$ cat src/rtl/bootram_pkg.sv
// rtl/bootram_pkg.sv - boot image constant, FSM states and image lookup helper for bootram_obi
package bootram_pkg;

  localparam int BOOT_IMAGE_LEN = 3;
  localparam int IMG_IDX_W      = (BOOT_IMAGE_LEN > 1) ? $clog2(BOOT_IMAGE_LEN) : 1;

  // Entry 0 sits in the least significant slot: lui t0,0x80000 / addi t1,t0,0 / jr t0
  localparam logic [BOOT_IMAGE_LEN-1:0][31:0] BOOT_IMAGE = {
    32'h00028067,
    32'h00028313,
    32'h800002b7
  };

  typedef enum logic [1:0] {
    ST_INIT   = 2'd0,
    ST_READY  = 2'd1,
    ST_LOCKED = 2'd2
  } state_e;

  function automatic logic [31:0] boot_word(input logic [31:0] idx);
    logic [31:0] w;
    w = '0;
    for (int i = 0; i < BOOT_IMAGE_LEN; i++) begin
      if (idx == 32'(i)) w = BOOT_IMAGE[i[IMG_IDX_W-1:0]];
    end
    return w;
  endfunction

endpackage

$ cat src/rtl/bootram_array.sv
// rtl/bootram_array.sv - single-port word array with byte-enabled write and registered, gated read
module bootram_array #(
  parameter int ADDR_W = 4,
  parameter int DATA_W = 32
) (
  input  logic                  clk_i,
  input  logic                  rst_ni,
  input  logic                  we_i,
  input  logic                  re_i,
  input  logic [DATA_W/8-1:0]   be_i,
  input  logic [ADDR_W-1:0]     addr_i,
  input  logic [DATA_W-1:0]     wdata_i,
  output logic [DATA_W-1:0]     rdata_o
);

  localparam int DEPTH = 2 ** ADDR_W;
  localparam int BE_W  = DATA_W / 8;

  logic [DATA_W-1:0] mem_q [DEPTH];
  logic [DATA_W-1:0] rdata_q, rdata_d;

  // Read data is forced to zero on non-read cycles so the response bus idles at 0.
  always_comb begin
    rdata_d = '0;
    if (re_i) rdata_d = mem_q[addr_i];
  end

  always_ff @(posedge clk_i) begin
    if (!rst_ni) rdata_q <= '0;
    else         rdata_q <= rdata_d;
  end

  always_ff @(posedge clk_i) begin
    if (we_i) begin
      for (int b = 0; b < BE_W; b++) begin
        if (be_i[b]) mem_q[addr_i][8*b +: 8] <= wdata_i[8*b +: 8];
      end
    end
  end

  assign rdata_o = rdata_q;

endmodule

$ cat src/rtl/bootram_obi.sv
// rtl/bootram_obi.sv - OBI boot RAM: loads BOOT_IMAGE after reset, then serves req/gnt/rvalid traffic
// Optional write-lock enabled by defining BOOTRAM_LOCK_EN.
module bootram_obi
  import bootram_pkg::*;
#(
  parameter int ADDR_W = 4,
  parameter int DATA_W = 32
) (
  input  logic                  clk_i,
  input  logic                  rst_ni,
  input  logic                  req_i,
  input  logic                  we_i,
  input  logic [DATA_W/8-1:0]   be_i,
  input  logic [ADDR_W-1:0]     addr_i,
  input  logic [DATA_W-1:0]     wdata_i,
  output logic                  gnt_o,
  output logic                  rvalid_o,
  output logic [DATA_W-1:0]     rdata_o,
  output logic                  err_o,
  input  logic                  lock_i,
  output logic                  locked_o,
  output logic                  init_done_o
);

  localparam int DEPTH = 2 ** ADDR_W;
  localparam int BE_W  = DATA_W / 8;

  state_e              state_q, state_d;
  logic [ADDR_W-1:0]   cnt_q, cnt_d;
  logic                rvalid_q, rvalid_d;
  logic                err_q, err_d;
  logic                mem_we, mem_re;
  logic [BE_W-1:0]     mem_be;
  logic [ADDR_W-1:0]   mem_addr;
  logic [DATA_W-1:0]   mem_wdata;
`ifdef BOOTRAM_LOCK_EN
  logic                pend_q, pend_d;
`else
  logic                unused_lock;
  assign unused_lock = lock_i;
`endif

  always_comb begin
    state_d   = state_q;
    cnt_d     = cnt_q;
    gnt_o     = 1'b0;
    rvalid_d  = 1'b0;
    err_d     = 1'b0;
    mem_we    = 1'b0;
    mem_re    = 1'b0;
    mem_be    = be_i;
    mem_addr  = addr_i;
    mem_wdata = wdata_i;
`ifdef BOOTRAM_LOCK_EN
    pend_d    = pend_q;
`endif
    case (state_q)
      ST_INIT: begin
        mem_we    = 1'b1;
        mem_be    = '1;
        mem_addr  = cnt_q;
        mem_wdata = DATA_W'(boot_word(32'(cnt_q)));
        cnt_d     = cnt_q + 1'b1;
`ifdef BOOTRAM_LOCK_EN
        if (lock_i) pend_d = 1'b1;
`endif
        if (cnt_q == ADDR_W'(DEPTH - 1)) begin
          state_d = ST_READY;
`ifdef BOOTRAM_LOCK_EN
          if (pend_q || lock_i) state_d = ST_LOCKED;
`endif
        end
      end
      default: begin
        gnt_o    = req_i;
        rvalid_d = req_i;
        mem_re   = req_i & ~we_i;
`ifdef BOOTRAM_LOCK_EN
        // A write granted in the same cycle lock_i is sampled still lands.
        if (state_q == ST_LOCKED) begin
          err_d = req_i & we_i & (|be_i);
        end else begin
          mem_we = req_i & we_i;
          if (lock_i) state_d = ST_LOCKED;
        end
`else
        mem_we = req_i & we_i;
`endif
      end
    endcase
  end

  always_ff @(posedge clk_i) begin
    if (!rst_ni) begin
      state_q  <= ST_INIT;
      cnt_q    <= '0;
      rvalid_q <= 1'b0;
      err_q    <= 1'b0;
`ifdef BOOTRAM_LOCK_EN
      pend_q   <= 1'b0;
`endif
    end else begin
      state_q  <= state_d;
      cnt_q    <= cnt_d;
      rvalid_q <= rvalid_d;
      err_q    <= err_d;
`ifdef BOOTRAM_LOCK_EN
      pend_q   <= pend_d;
`endif
    end
  end

  bootram_array #(
    .ADDR_W (ADDR_W),
    .DATA_W (DATA_W)
  ) u_array (
    .clk_i   (clk_i),
    .rst_ni  (rst_ni),
    .we_i    (mem_we & rst_ni),
    .re_i    (mem_re),
    .be_i    (mem_be),
    .addr_i  (mem_addr),
    .wdata_i (mem_wdata),
    .rdata_o (rdata_o)
  );

  assign rvalid_o    = rvalid_q;
  assign err_o       = err_q;
  assign init_done_o = (state_q != ST_INIT);
`ifdef BOOTRAM_LOCK_EN
  assign locked_o    = (state_q == ST_LOCKED);
`else
  assign locked_o    = 1'b0;
`endif

endmodule

$ cat config.mk
export PLATFORM = sky130hd
export DESIGN_NAME = bootram_obi
export DESIGN_NICKNAME = d
export VERILOG_FILES = /design/src/rtl/bootram_pkg.sv /design/src/rtl/bootram_array.sv /design/src/rtl/bootram_obi.sv
export SDC_FILE = /design/constraint.sdc
export NUM_CORES = 1
export LEC_CHECK = 0
export BUFFER_PORTS_ARGS = -buffer_cell sky130_fd_sc_hd__buf_2
export CAP_MARGIN = 30
export CORE_MARGIN = 2
export CORE_UTILIZATION = 40
export CTS_BUF_LIST = sky130_fd_sc_hd__clkbuf_8
export CTS_CLUSTER_DIAMETER = 80
export CTS_CLUSTER_SIZE = 28
export DETAILED_ROUTE_END_ITERATION = 12
export PLACE_DENSITY = 0.57
export SYNTH_ARGS = -nofsm -noshare
export SYNTH_HDL_FRONTEND = slang
export SYNTH_HIERARCHICAL = 1
export SYNTH_SLANG_ARGS = --single-unit
export TNS_END_PERCENT = 5
$ cat constraint.sdc
create_clock -name clk_i -period 7.6 [get_ports clk_i]
set_input_delay 0.38 -clock clk_i [delete_from_list [all_inputs] [get_ports clk_i]]
set_output_delay 0.38 -clock clk_i [all_outputs]
set_load 0.005 [all_outputs]
==> flow_metrics.tcl, run 1 <==
set metrics [dict create \
    synth-edff-count 512 \
    reg2reg_slack_ns 4.17 \
    port-buffer-count 78 \
    clock_latency_ns 0.65 \
    timing.critical_path.from_type "flop" \
    yosysSeqAreaShare 0.759 \
    route.vias.total 10400 \
    syn-mean-instance-area_um2 19.0 \
    synth_seq_cells 550 \
    final_critical_path_setup_slack_ns 4.17 \
    synth_xor_area_frac 0.00124 \
    detailedPlacementHpwl_um 27900 \
    timing_hold_violations_final 0 \
    post-synth-top-area-fraction 0.723 \
    synth_cell_types 40 \
    cts_max_path_buffers 3 \
    grt_use_total 0.165 \
    fin_crit_ns 3.43 \
    io-pin-count 82 \
    chipHeight_um 235 \
    crit_path_buf_inv_count 2 \
    synth_top_family_by_area "multiplexers" \
    final-seq-area_um2 16100 \
    unrepaired_setup_endpoints_after_global_routing "no" \
    synthSimpleGateAreaFrac 0.0348 \
    timing_worst_setup_path_type "reg2reg" \
    vias_per_cell 5.41 \
    placementRows 84 \
    drt-total-wl_um 45200 \
    relative_slew_margins 0.291 \
    detailedRoute.firstPassIterationCount 5 \
    first_pass_grt_wire_length_um 67000 \
    floorplan.die_area_um2 55000 \
    part_of_the_cycle_the_worst_path_needs 0.452 \
    instances_no_fill 1914 \
    max_slew.worst_pin.slew_ns 1.06 \
    cts-resized-gates 0 \
    fin_nets 1253 \
    worstPathCellList "inv_1 > o21ai_4 > buf_12 > and2_0 > nand3_1 > nor2_1" \
    areal_power_density_over_the_cells_nw_per_um2 222 \
    synth_area_um2 21300 \
    tns_ns 0 \
    overflow 0 \
    max_freq_ghz 0.291 \
    gpl.final_weighted_congestion 0.749 \
    clock-root-buffer "sky130_fd_sc_hd__clkbuf_8" \
    total_power_mw 5.18 \
    timing.clock.skew_ns 0.0268 \
    hold_path.class "in2reg" \
    post-place-cells 1861 \
    place_area_um2 22600 \
    asyncSetResetFlopFracSynth 0 \
    core-area_um2 52600 \
    synth.area.mux_share 0.137 \
    critPathCaptureType "flop" \
    drt.antenna.violating_nets 0 \
    worst-endpoint-required_ns 7.90 \
    initial_utilization 0.405 \
    filler_cell_count 4557 \
    routedWlPerCell_um 23.6 \
    slew_violations 0 \
    synth-adder-area-share 0.00235 \
    cts_made_buffers 28 \
    die_w_um 235 \
    numClockSinks 550 \
    synth_warnings 6 \
    most_area_hungry_cell_type_in_the_yosys_netlist "sky130_fd_sc_hd__edfxtp_1" \
    worstSetupStartpoint "cnt_q[0]$_SDFFE_PN0N_" \
    drc 0 \
    area_delta_synth_final_pct 9.46 \
    clk_pin_slew_worst_paths_ns 0.15 \
    multi_input_comb_area_um2 4770 \
    power.static_leakage_nw 7.64 \
    path_max_fanout 150 \
    ir_drop_uv 129 \
    setup_failing_eps_final 0 \
    cp_max_delay_cell "sky130_fd_sc_hd__nor2_1" \
    largest_cells_by_area_after_synthesis "sky130_fd_sc_hd__edfxtp_1 72%, sky130_fd_sc_hd__mux2_2 6.9%, sky130_fd_sc_hd__mux4_2 6.8%" \
    synthesis.instances 1118 \
    hold_buffers 1 \
    yosysMostFrequentCell "sky130_fd_sc_hd__edfxtp_1" \
    grt_start_max_net_pins 151 \
    layout.cell_area.non_filler_um2 23300 \
    cts_setup_buffers 0 \
    setup_slack_placement_ns 4.05 \
    timing.rr.start "cnt_q[0]$_SDFFE_PN0N_" \
    synthTopCellsByCount "512 x sky130_fd_sc_hd__edfxtp_1, 130 x sky130_fd_sc_hd__mux2_2, 64 x sky130_fd_sc_hd__mux4_2, 64 x sky130_fd_sc_hd__o22ai_1, 47 x sky130_fd_sc_hd__nor3_1" \
    tritoncts "built" \
    cp_slowest_stage_delay_ns 0.79 \
    maxCapViolations 0 \
    antenna_found_initial 1 \
    drt_iter0_drc 762 \
    worstHoldStart "rst_ni" \
    drive_gt1_frac 0.314 \
    cp_top_family "simple AND/OR/NAND/NOR gates" \
    synth_compound_area_frac 0.0467 \
    status "finished, final reports clean" \
    synth_ff_type "sky130_fd_sc_hd__edfxtp_1" \
    first_global_vias 10600 \
    clock_tree.htree_level_count 1 \
    worst-endpoint-arrival_ns 3.73 \
]
-- cells in the final DEF (no fill, tap or decap), types with 4 or more instances in the layout --
cell type,count
sky130_fd_sc_hd__a21o_1,6
sky130_fd_sc_hd__a22oi_1,32
sky130_fd_sc_hd__and2_1,24
sky130_fd_sc_hd__buf_2,79
sky130_fd_sc_hd__buf_4,53
sky130_fd_sc_hd__clkbuf_8,29
sky130_fd_sc_hd__dfxtp_1,37
sky130_fd_sc_hd__edfxtp_1,512
sky130_fd_sc_hd__ha_1,4
sky130_fd_sc_hd__inv_1,6
sky130_fd_sc_hd__inv_6,4
sky130_fd_sc_hd__inv_8,5
sky130_fd_sc_hd__mux2_2,130
sky130_fd_sc_hd__mux4_2,64
sky130_fd_sc_hd__nand2_1,13
sky130_fd_sc_hd__nand2b_1,10
sky130_fd_sc_hd__nand3_1,5
sky130_fd_sc_hd__nor2_1,23
sky130_fd_sc_hd__nor2b_1,5
sky130_fd_sc_hd__nor3_1,45
sky130_fd_sc_hd__o22ai_1,64
sky130_fd_sc_hd__o31ai_1,32
-- cell families (layout without fill, tap and decap cells) --
logic type | count (synthesis) | in the layout
flops | 550 | 550
mux | 195 | 195
compound gates | 143 | 143
simple gates | 140 | 140
buf+inv | 82 | 188
fa+ha+maj | 4 | 4
xor+xnor | 3 | 3
other cells | 1 | 3
-- state kept, by name (all words and copies together) (netlist names) --
name,cells
cnt_q,4
rvalid_o,1
u_array/rdata_o,32
state_q,1
u_array/mem_q,512
-- cell type report --
| cell class | count | share of cell area |
|---|---|---|
| sequential | 550 | 0.693 |
| multi-input combinational | 487 | 0.205 |
| tap | 688 | 0.0370 |
| timing repair buffer | 135 | 0.0366 |
| clock buffer | 29 | 0.0172 |
| clock inverter | 22 | 0.0106 |
| inverter | 2 | 0.000323 |
| antenna | 1 | 0.000108 |
-- per-layer routing --
layer | routed length (µm) | global-route usage | part of all wire
met1 | 19900 | 0.227 | 0.44
met2 | 22200 | 0.281 | 0.49
met3 | 2420 | 0.0257 | 0.054
met4 | 635 | 0.0328 | 0.014
met5 | 0 | 0 | 0
-- metrics by stage --
stage	hold WS (ns)	utilization
global route	0.0561	0.443
floorplan	0.502	-
detailed placement	0.593	0.430
finish	0.110	0.443
CTS	0.0469	0.443
global placement	0.594	0.430
-- path summary, 6_finish.rpt --
check,to,cells past startpoint
min,cnt_q[1]$_SDFFE_PN0N_,2
max reg2reg,u_array/mem_q[3][18]$_DFFE_PP_,6
max,u_array/mem_q[3][18]$_DFFE_PP_,6
min reg2reg,cnt_q[1]$_SDFFE_PN0N_,2
-- power breakdown --
part           internal [mW]  switching (mW)  leakage [nW]  total (mW)
Combinational          0.146           0.231          2.11       0.377
Sequential              3.36         0.00977          5.19        3.37
Clock                  0.473           0.954         0.336        1.43
Note: power is estimated with default switching activity, not from simulation.
==> run 2, diff against run 1 <==
Clock period 7.6 ns to 3.2 ns, I/O delays scaled along.
==> flow_metrics.tcl, run 2 (synthesized netlist as in run 1, its figures left out) <==
set metrics [dict create \
    overflow 0 \
    final_common_cell "sky130_fd_sc_hd__edfxtp_1" \
    vias_per_cell 5.36 \
    cts_made_buffers 27 \
    grt_start_max_net_pins 53 \
    tritoncts "built" \
    mostFrequentLayoutCells "512 x sky130_fd_sc_hd__edfxtp_1, 130 x sky130_fd_sc_hd__mux2_2, 94 x sky130_fd_sc_hd__buf_4" \
    io-pin-count 82 \
    relative_slew_margins 0.322 \
    clock_tree.htree_level_count 1 \
    antenna_found_initial 2 \
    unrepaired_setup_endpoints_after_global_routing "no" \
    timing_worst_setup_path_type "reg2reg" \
    final_critical_path_setup_slack_ns 0.433 \
    areal_power_density_over_the_cells_nw_per_um2 512 \
    fin_crit_ns 2.77 \
    max_slew.worst_pin.slew_ns 1.01 \
    drt_iter0_drc 1083 \
    drive_gt1_frac 0.335 \
    max_freq_ghz 0.361 \
    timing.clock.skew_ns 0.0256 \
    area_delta_synth_final_pct 10.7 \
    port-buffer-count 78 \
    first_global_vias 10600 \
    holdWs_ns 0.124 \
    worst-endpoint-arrival_ns 3.29 \
    hold_path.class "in2reg" \
    slew_violations 0 \
    cts_max_path_buffers 3 \
    chipHeight_um 235 \
    setup_failing_eps_final 0 \
    largest_register_ffs 512 \
    core-area_um2 52600 \
    part_of_the_cycle_the_worst_path_needs 0.865 \
    die_w_um 235 \
    status "finished, final reports clean" \
    grt_use_total 0.169 \
    clock-root-buffer "sky130_fd_sc_hd__clkbuf_8" \
    routedWlPerCell_um 23.8 \
    clock_latency_ns 0.67 \
    placementRows 84 \
    tns_ns 0 \
    numClockSinks 550 \
    detailedPlacementHpwl_um 29700 \
    clk_pin_slew_worst_paths_ns 0.16 \
    fin_nets 1297 \
    first_pass_grt_wire_length_um 68500 \
    gpl.final_weighted_congestion 0.778 \
    path_max_fanout 50 \
    drt.antenna.violating_nets 0 \
    timing_hold_violations_final 0 \
    registers.top_by_ff_count "u_array/mem_q" \
    route.vias.total 10500 \
    drc 0 \
    ir_drop_uv 284 \
    timing.critical_path.from_type "flop" \
    worst-endpoint-required_ns 3.72 \
    detailedRoute.firstPassIterationCount 5 \
    critPathCaptureType "flop" \
    initial_utilization 0.405 \
    maxCapViolations 0 \
    drt-total-wl_um 46600 \
    power.static_leakage_nw 7.84 \
    setup_slack_placement_ns 0.401 \
    floorplan.die_area_um2 55000 \
]
## run 2: cell types whose count changed in the layout (fill, tap and decap cells not counted), moves of 2 or more
cell | before | now
sky130_fd_sc_hd__clkinv_2 | 0 | 2
sky130_fd_sc_hd__nor3_2 | 3 | 1
sky130_fd_sc_hd__dlygate4sd3_1 | 1 | 3
sky130_fd_sc_hd__buf_12 | 1 | 5
sky130_fd_sc_hd__nor3_1 | 45 | 47
sky130_fd_sc_hd__bufinv_16 | 2 | 0
sky130_fd_sc_hd__inv_6 | 4 | 6
sky130_fd_sc_hd__clkinv_4 | 1 | 3
sky130_fd_sc_hd__buf_4 | 53 | 94
sky130_fd_sc_hd__clkbuf_8 | 29 | 27
## run 2: metrics by stage
stage | instances | total power [mW] | cell area [µm²] | util
2_1_floorplan | 1119 | 8.79 | 21300 | -
3_3_place_gp | 1904 | 9.09 | 23000 | 0.437
3_5_place_dp | 1904 | 9.11 | 23000 | 0.437
4_1_cts | 1955 | 12.2 | 23500 | 0.448
5_1_grt | 1955 | 12.5 | 23500 | 0.448
6_report | 1956 | 12.1 | 23500 | 0.448
## run 2: per-layer routing
layer  wire [µm]  part of all wire  vias up  track usage
met5           0                 0        -            0
met4         507             0.011        0       0.0267
met3        1820             0.039       37       0.0179
met2       22700              0.49      194        0.283
met1       21500              0.46     5503        0.244
li1            -                 -     4753            -
## run 2: repair_timing
action	4_1_cts	5_1_grt
hold endpoints to repair	6	0
buffers inserted	0	0
hold buffers	3	0
resized for setup	0	0
## run 2: cell type report
cell class | instances | area (µm²)
sequential | 550 | 16100
timing repair buffer | 180 | 1230
multi-input combinational | 487 | 4760
clock inverter | 21 | 173
fill | 4578 | 29000
antenna | 1 | 2.50
clock buffer | 27 | 372
inverter | 2 | 7.51
tap | 688 | 861
## run 2: power by group
| group | switching, mW | internal [mW] |
|---|---|---|
| registers | 0.0228 | 7.99 |
| clock network | 2.23 | 0.888 |
| logic | 0.556 | 0.376 |
## run 2: path summary, 6_finish.rpt
kind	start	endpoint	slack, ns	cells after the start
setup / recovery	state_q[0]$_SDFFE_PN0P_	u_array/rdata_o[27]$_SDFF_PN0_	0.43	6
setup reg to reg	state_q[0]$_SDFFE_PN0P_	u_array/rdata_o[27]$_SDFF_PN0_	0.43	6
hold / removal	wdata_i[18]	u_array/mem_q[14][18]$_DFFE_PP_	0.12	2
hold reg to reg	cnt_q[1]$_SDFFE_PN0N_	cnt_q[1]$_SDFFE_PN0N_	0.61	2
## run 2: worst max-delay path, stage by stage (launching register included)
cell	delay [ns]
sky130_fd_sc_hd__dfxtp_2	0.71
sky130_fd_sc_hd__nand2_1	0.19
sky130_fd_sc_hd__o21ai_4	0.29
sky130_fd_sc_hd__buf_12	0.36
sky130_fd_sc_hd__mux4_2	0.55
sky130_fd_sc_hd__a22oi_1	0.28
sky130_fd_sc_hd__o31ai_1	0.18
==> run 3, diff against run 2 <==
Settings changed: BUFFER_PORTS_ARGS -buffer_cell sky130_fd_sc_hd__buf_2 to unset, DONT_BUFFER_PORTS set to 1, PLACE_DENSITY 0.57 to 0.55.
==> flow_metrics.tcl, run 3 (synthesized netlist as in run 1, its figures left out) <==
set metrics [dict create \
    status "finished, final reports clean" \
    drt_iter0_drc 964 \
    clock_tree.htree_level_count 1 \
    grt_use_total 0.167 \
    worst-endpoint-arrival_ns 3.27 \
    timing.critical_path.from_type "flop" \
    part_of_the_cycle_the_worst_path_needs 0.857 \
    overflow 0 \
    unrepaired_setup_endpoints_after_global_routing "no" \
    worst-endpoint-required_ns 3.73 \
    numClockSinks 550 \
    sw_frac_of_total 0.230 \
    power.static_leakage_nw 7.52 \
    relative_slew_margins 0.322 \
    chipHeight_um 235 \
    route.vias.total 10300 \
    tns_ns 0 \
    timing_hold_violations_final 0 \
    io-pin-count 82 \
    final-seq-area_um2 16100 \
    comb_power_share 0.075 \
    worstPathCellList "nand2_1 > o21ai_4 > buf_12 > mux4_2 > a22oi_1 > o31ai_1" \
    first_global_vias 10300 \
    clock_latency_ns 0.67 \
    cts_made_buffers 27 \
    mostFrequentLayoutCells "512 x sky130_fd_sc_hd__edfxtp_1, 130 x sky130_fd_sc_hd__mux2_2, 92 x sky130_fd_sc_hd__buf_4" \
    die_w_um 235 \
    layout.cell_area.non_filler_um2 23300 \
    final_critical_path_setup_slack_ns 0.459 \
    port-buffer-count 0 \
    clk_pin_slew_worst_paths_ns 0.15 \
    registers.top_by_ff_count "u_array/mem_q" \
    floorplan.die_area_um2 55000 \
    cts-resized-gates 0 \
    hold_path.class "in2reg" \
    area_delta_synth_final_pct 9.39 \
    total_power_mw 12.0 \
    grt_start_max_net_pins 65 \
    path_max_fanout 64 \
    max_slew.worst_pin.slew_ns 1.01 \
    cts_max_path_buffers 3 \
    cp_top_family "flip-flops" \
    timing_worst_setup_path_type "reg2reg" \
    drt.antenna.violating_nets 0 \
    initial_utilization 0.405 \
    clkPwrFrac 0.259 \
    routedWlPerCell_um 24.3 \
    critPathCaptureType "flop" \
    tritoncts "built" \
    fin_crit_ns 2.74 \
    seq_power_share 0.666 \
    drt-total-wl_um 46000 \
    cp_max_delay_cell "sky130_fd_sc_hd__dfxtp_2" \
    filler_cell_count 4538 \
    core-area_um2 52600 \
    place_area_um2 22500 \
    hold_buffers 13 \
    gpl.final_weighted_congestion 0.738 \
    max_freq_ghz 0.365 \
    slew_violations 0 \
    areal_power_density_over_the_cells_nw_per_um2 517 \
    final_common_cell "sky130_fd_sc_hd__edfxtp_1" \
    cp_slowest_stage_delay_ns 0.67 \
    ir_drop_uv 261 \
    first_pass_grt_wire_length_um 67500 \
    drive_gt1_frac 0.287 \
    antenna_found_initial 4 \
    fin_nets 1227 \
    multi_input_comb_area_um2 4760 \
    clock-root-buffer "sky130_fd_sc_hd__clkbuf_8" \
    drc 0 \
    setup_failing_eps_final 0 \
    detailedPlacementHpwl_um 29100 \
    cts_setup_buffers 0 \
    largest_register_ffs 512 \
    vias_per_cell 5.43 \
    setup_slack_placement_ns 0.484 \
    crit_path_buf_inv_count 1 \
    maxCapViolations 0 \
    switchingPower_mw 2.77 \
    internal-power_mw 9.26 \
    timing.clock.skew_ns 0.0483 \
    detailedRoute.firstPassIterationCount 5 \
    placementRows 84 \
]
## run 3: cell types whose count changed in the layout (fill, tap and decap cells not counted), sizes merged
cell / change
dlygate4sd3: +10
clkinv: +3
inv: -2
clkbuf: +1
diode: +3
buf: -80
## run 3: routing by layer
layer  up-vias  global-route usage  share of wire
li1       4614                   -              -
met1      5388               0.234           0.45
met2       204               0.273           0.48
met3        50              0.0316          0.051
met4         4              0.0358          0.019
met5         -                   0        0.00050
## run 3: final timing paths
kind	cells after the start	endpoint	from	slack, ns
max	6	u_array/rdata_o[24]$_SDFF_PN0_	state_q[0]$_SDFFE_PN0P_	0.46
min	1	u_array/mem_q[7][16]$_DFFE_PP_	wdata_i[16]	0.04
max reg2reg	6	u_array/rdata_o[24]$_SDFF_PN0_	state_q[0]$_SDFFE_PN0P_	0.46
min reg2reg	2	state_q[0]$_SDFFE_PN0P_	cnt_q[3]$_SDFFE_PN0N_	0.61
## run 3: stage by stage
stage               hold WS, ns  std cells   util
floorplan                 0.282       1119      -
global placement          0.287       1822  0.429
detailed placement        0.291       1824  0.429
CTS                     0.00194       1887  0.442
global route             0.0167       1889  0.442
finish                   0.0368       1891  0.443
## run 3: power groups by stage
stage               Clock, mW  Sequential, mW  Combinational, mW
finish                   3.12            8.01              0.907
global route             3.45            8.02              0.985
detailed placement          0            8.17              0.909
CTS                      3.23            8.01              0.925
global placement            0            8.17              0.894
floorplan                   0            8.16              0.628
## run 3: worst register-to-register path, stage by stage, from the launching register on
cell and delay (ns):
sky130_fd_sc_hd__dfxtp_2 0.67, sky130_fd_sc_hd__nand2_1 0.19, sky130_fd_sc_hd__o21ai_4 0.18, sky130_fd_sc_hd__buf_12 0.42
sky130_fd_sc_hd__mux4_2 0.66, sky130_fd_sc_hd__a22oi_1 0.28, sky130_fd_sc_hd__o31ai_1 0.20
## run 3: cell type report
type | count | share of cell area
Antenna cell | 4 | 0.000430
Clock buffer | 28 | 0.0166
Clock inverter | 22 | 0.00812
Inverter | 2 | 0.000323
Multi-Input combinational cell | 487 | 0.205
Sequential cell | 550 | 0.694
Tap cell | 688 | 0.0370
Timing Repair Buffer | 110 | 0.0390
